### src/rtl/rr_arb_pkg.sv
// rr_arb_pkg: shared state type and widths for the round-robin tristate bus arbiter.
package rr_arb_pkg;
  typedef enum logic [1:0] {IDLE, GRANT, TURN} state_e;
  localparam int NUM_REQ = 4;
  localparam int SEL_W = 2;
  localparam int HOLD_W = 8;
  localparam int TURN_W = 4;
endpackage

### src/rtl/rr_priority_pick.sv
// rr_priority_pick: combinational round-robin pick, searching from last+1 and wrapping.
module rr_priority_pick
  import rr_arb_pkg::*;
(
  input  logic [NUM_REQ-1:0] req,
  input  logic [SEL_W-1:0]   last,
  output logic               any,
  output logic [SEL_W-1:0]   winner
);
  logic [SEL_W-1:0] cand;
  always_comb begin
    any = |req;
    winner = last;
    cand = last;
    // Walk from the farthest offset inward so the nearest requester wins.
    for (int k = NUM_REQ; k >= 1; k--) begin
      cand = last + SEL_W'(k);
      winner = req[cand] ? cand : winner;
    end
  end
endmodule

### src/rtl/rr_tristate_bus_arbiter.sv
// rr_tristate_bus_arbiter: round-robin grant for a 4-way tristate mux with break-before-make
// turnaround and max-hold preemption; RR_ARB_LOCK_EN adds a lock input that suppresses preemption.
module rr_tristate_bus_arbiter
  import rr_arb_pkg::*;
#(
  parameter int MAX_HOLD   = 8,
  parameter int TURNAROUND = 1
) (
  input  logic               clk,
  input  logic               rst_n,
`ifdef RR_ARB_LOCK_EN
  input  logic               lock,
`endif
  input  logic [NUM_REQ-1:0] req,
  output logic [SEL_W-1:0]   sel,
  output logic [NUM_REQ-1:0] enable,
  output logic               grant_valid,
  output logic               preempt
);
  localparam logic [HOLD_W-1:0] HOLD_LAST = HOLD_W'(MAX_HOLD - 1);
  localparam logic [TURN_W-1:0] TURN_LAST = TURN_W'(TURNAROUND - 1);

  state_e state_q, state_d;
  logic [SEL_W-1:0] sel_q, sel_d, winner;
  logic [NUM_REQ-1:0] enable_q, enable_d;
  logic [HOLD_W-1:0] hold_q, hold_d;
  logic [TURN_W-1:0] turn_q, turn_d;
  logic grant_valid_q, preempt_q, preempt_d;
  logic any, locked, others, at_limit, arb;

`ifdef RR_ARB_LOCK_EN
  assign locked = lock;
`else
  assign locked = 1'b0;
`endif

  rr_priority_pick u_pick (.req(req), .last(sel_q), .any(any), .winner(winner));

  assign others = |(req & ~(NUM_REQ'(1) << sel_q));
  assign at_limit = hold_q == HOLD_LAST;
  assign arb = state_q == IDLE || (state_q == TURN && turn_q == TURN_LAST);

  always_comb begin
    state_d = state_q;
    sel_d = sel_q;
    enable_d = '0;
    preempt_d = 1'b0;
    hold_d = hold_q;
    turn_d = turn_q;
    if (arb) begin
      state_d = any ? GRANT : IDLE;
      sel_d = any ? winner : sel_q;
      enable_d = any ? NUM_REQ'(1) << winner : '0;
      hold_d = '0;
    end else if (state_q == TURN) begin
      turn_d = turn_q + TURN_W'(1);
    end else if (!req[sel_q]) begin
      state_d = TURN;
      turn_d = '0;
    end else if (at_limit && others && !locked) begin
      state_d = TURN;
      turn_d = '0;
      preempt_d = 1'b1;
    end else begin
      // A lone holder restarts its window; a locked holder just saturates.
      enable_d = enable_q;
      hold_d = !at_limit ? hold_q + HOLD_W'(1) : (locked ? hold_q : '0);
    end
  end

  always_ff @(posedge clk or negedge rst_n) begin
    if (!rst_n) begin
      state_q <= IDLE;
      sel_q <= '1;
      enable_q <= '0;
      grant_valid_q <= 1'b0;
      preempt_q <= 1'b0;
      hold_q <= '0;
      turn_q <= '0;
    end else begin
      state_q <= state_d;
      sel_q <= sel_d;
      enable_q <= enable_d;
      grant_valid_q <= |enable_d;
      preempt_q <= preempt_d;
      hold_q <= hold_d;
      turn_q <= turn_d;
    end
  end

  assign sel = sel_q;
  assign enable = enable_q;
  assign grant_valid = grant_valid_q;
  assign preempt = preempt_q;
endmodule

### config.mk
export PLATFORM = sky130hd
export DESIGN_NAME = rr_tristate_bus_arbiter
export DESIGN_NICKNAME = d
export VERILOG_FILES = /design/src/rtl/rr_arb_pkg.sv /design/src/rtl/rr_priority_pick.sv /design/src/rtl/rr_tristate_bus_arbiter.sv
export SDC_FILE = /design/constraint.sdc
export NUM_CORES = 1
export LEC_CHECK = 0
export CAP_MARGIN = 20
export CELL_PAD_IN_SITES_DETAIL_PLACEMENT = 1
export CELL_PAD_IN_SITES_GLOBAL_PLACEMENT = 1
export CORE_AREA = 2 2 57 59
export CTS_CLUSTER_SIZE = 20
export DETAILED_ROUTE_END_ITERATION = 12
export DIE_AREA = 0 0 59 61
export GPL_TIMING_DRIVEN = 0
export HOLD_SLACK_MARGIN = 0.03
export PLACE_DENSITY = 0.91
export SLEW_MARGIN = 10
export SYNTH_ARGS = -nofsm -noshare
export SYNTH_HDL_FRONTEND = slang
export SYNTH_SLANG_ARGS = --single-unit
### constraint.sdc
create_clock -name clk -period 5.33 [get_ports clk]
set_input_delay 0.533 -clock clk [delete_from_list [all_inputs] [get_ports clk]]
set_output_delay 0.533 -clock clk [all_outputs]
set_load 0.01 [all_outputs]
==> metrics.yaml <==
sta:
  setup_tns_ns: 0
  hold_viol_final: 0
  relSlewSlack_pct: 31.41
  layout_min_cycle_time_ns: 2.748
  skew_ns: 0.009313
  setup_violations: 0
  worstMarginPinSlew_ns: 1.016
  timing.hold.ws_ns: 0.4887
  grt_setup_unrepaired: "no"
  fin_crit_sh_pct: 51.56
  finalWorstSetupSlack_ns: 2.582
  fmax_mhz: 363.9
  slew_violations: 0
synth:
  synth_edf_count: 0
  ys_ff_latch: 22
  yosysSeqAreaShare_pct: 41.27
  yosysTopAreaCell: "dfrtp_1"
  synth_cell_types: 44
  yosys.cell_count.top_type: "dfrtp_1"
  async_reset_ff_share_pct: 100.0
  synth_top_area_share_pct: 37.35
  synth_cells: 133
  synthTopCellsByCount: "20 x dfrtp_1, 9 x inv_1, 8 x o21ai_0"
  yosysWarnings: 0
  synth.cell_area_um2: 1340
  ys.flop_type: "dfrtp_1"
  synth_area_leaders: "dfrtp_1 37%, ha_1 6.5%, dfstp_2 3.9%"
  synth_area_per_cell_um2: 10.08
  synth_nets: 146
clock_network:
  cts_sinks: 22
  post_cts_buffers: 0
  cts_made_buffers: 3
  clockBufferDepth: 2
  clkLatencyLatePin_ns: 0.31
  clockRootBuffer: "clkbuf_4"
  cts_tree: "built"
  clkTransAtPathRegs_ns: 0.13
  h-tree-depth: 1
  cts_resized: 0
  cts-hold-fix-buffers: 0
power:
  power_frac_seq_pct: 31.0
  p_leak_nw: 0.6824
  p_sw_share_pct: 44.24
  p_clk_share_pct: 11.8
  peakVddDrop_mv: 0.2345
  comb_power_share_pct: 57.3
  cellInternalPower_mw: 0.4463
  power.density_nw_per_um2: 508.0
  p_switching_mw: 0.3540
floorplan:
  die_w_um: 59
  core_um2: 2953
  ios: 14
  die_h_um: 61
  die-area_um2: 3599
  start_util_pct: 45.38
  fp-row-count: 20
critical_path:
  cp.arrival_ns: 2.96
  path_delay_family: "flip-flops"
  cp.required_ns: 5.54
  crit_chain: "buf_2, inv_1, ha_1, mux4_2, a31oi_1, xnor2_1, a22o_1"
  slowest_delay_ns: 0.58
  end_kind: "flip-flop"
  start_kind: "flip-flop"
  crit_fanout: 10
  critPathKind: "reg2reg"
  slowest_stage: "dfstp_2"
  path_buf_inv: 2
route:
  routed_via_density: 6.054
  postRouteAntennaNets: 0
  wl_um: 3520
  drtIter0Drc: 30
  drc: 0
  wl_per_cell_um: 19.13
  vias: 1114
  drt-pass1-iter-count: 4
global_route:
  grtUsageTotal_pct: 21.42
  grt_antenna_before_repair: 0
  overflow: 0
  grt_first_pass_wirelength_um: 5720
  grt_pass1_vias: 1194
  grt_max_degree: 23
final_layout:
  n_antenna_cell: 0
  synthToLayoutAreaGrowth_pct: 17.55
  fillers: 338
  num-nets-final: 165
  drive_gt1_share_pct: 13.25
placed_design:
  io_buffer_count: 13
  hpwlAfterDp_um: 2626
  pre_cts_ws_ns: 2.541
  place_congestion: 0.8702
worst_hold_path:
  min_path_type: "in2async"
status:
  status: "finished clean"
flow_run:
  cap_violations: 0
[cells in the final DEF (no fill, tap or decap), types with 4 or more instances in the layout]
master / count
inv_1: 9
o22ai_1: 5
o21ai_0: 8
o2bb2ai_1: 4
nand3_1: 6
ha_1: 7
nand2_1: 7
dfrtp_1: 20
nand2b_1: 6
and3_1: 4
nor2_1: 6
clkdlybuf4s50_1: 13
[metrics by stage]
stage          utilization [%]  std cells  total power, mW  area [um2]
3_3_place_gp             51.19        179           0.6679        1511
2_1_floorplan                -        133           0.5559        1340
6_report                 53.35        184           0.8003        1575
3_5_place_dp             51.19        179           0.7022        1511
4_1_cts                  52.42        183           0.7990        1548
5_1_grt                  53.35        184           0.8610        1575
[area by class of cell]
class / count / area, um2 / area share, %
repair buffers: 14 / 157.7 / 10.01
flip-flops and latches: 22 / 553.0 / 35.11
clock buffers: 4 / 36.28 / 2.303
inverters: 9 / 33.78 / 2.145
plain buffers: 3 / 12.51 / 0.7943
multi-input cells: 99 / 740.7 / 47.02
well taps: 33 / 41.29 / 2.621
[state kept, by name, indices dropped and copies added, names as in the netlist]
register and count:
hold_q 8, turn_q 4, enable 4, state_q 2, preempt 1, grant_valid 1
sel 2
[metal layers]
layer / vias to the layer above / share of wire, % / global-route usage (%)
li1: 533 / - / -
met2: 14 / 55 / 40.63
met5: - / 0 / 0
met4: 0 / 0.23 / 4.870
met3: 3 / 2.2 / 3.412
met1: 564 / 43 / 25.37
[worst paths after layout]
check / startpoint / endpoint / slack, ns / cells past startpoint
setup / recovery: sel[0] / enable[2] / 2.58 / 7
hold / removal: rst_n / hold_q[5] / 0.49 / 1
setup reg to reg: sel[0] / enable[2] / 2.58 / 7
hold reg to reg: hold_q[0] / hold_q[0] / 0.52 / 1
max in group asynchronous: rst_n / sel[1] / 4.35 / 2
min in group clk: hold_q[0] / hold_q[0] / 0.52 / 1
[power groups by stage]
stage | clock network, mW | logic, mW | registers (mW)
2_1_floorplan | 0 | 0.305 | 0.251
3_3_place_gp | 0 | 0.420 | 0.248
3_5_place_dp | 0 | 0.452 | 0.251
4_1_cts | 0.0943 | 0.457 | 0.248
5_1_grt | 0.103 | 0.506 | 0.252
6_report | 0.0941 | 0.458 | 0.248
[cells by family (layout without fill, tap and decap cells)]
logic type	count (synthesis)	after routing	synth area share (%)
AOI/OAI and AO/OA	39	39	21.66
xor gates and xnor gates	2	2	1.307
adders and majority gates	7	7	6.536
buffers and inverters	12	30	3.454
DFF	22	22	41.27
muxes	6	6	6.536
and+or+nand+nor	45	45	19.24
(Power assumes the default switching activity.)
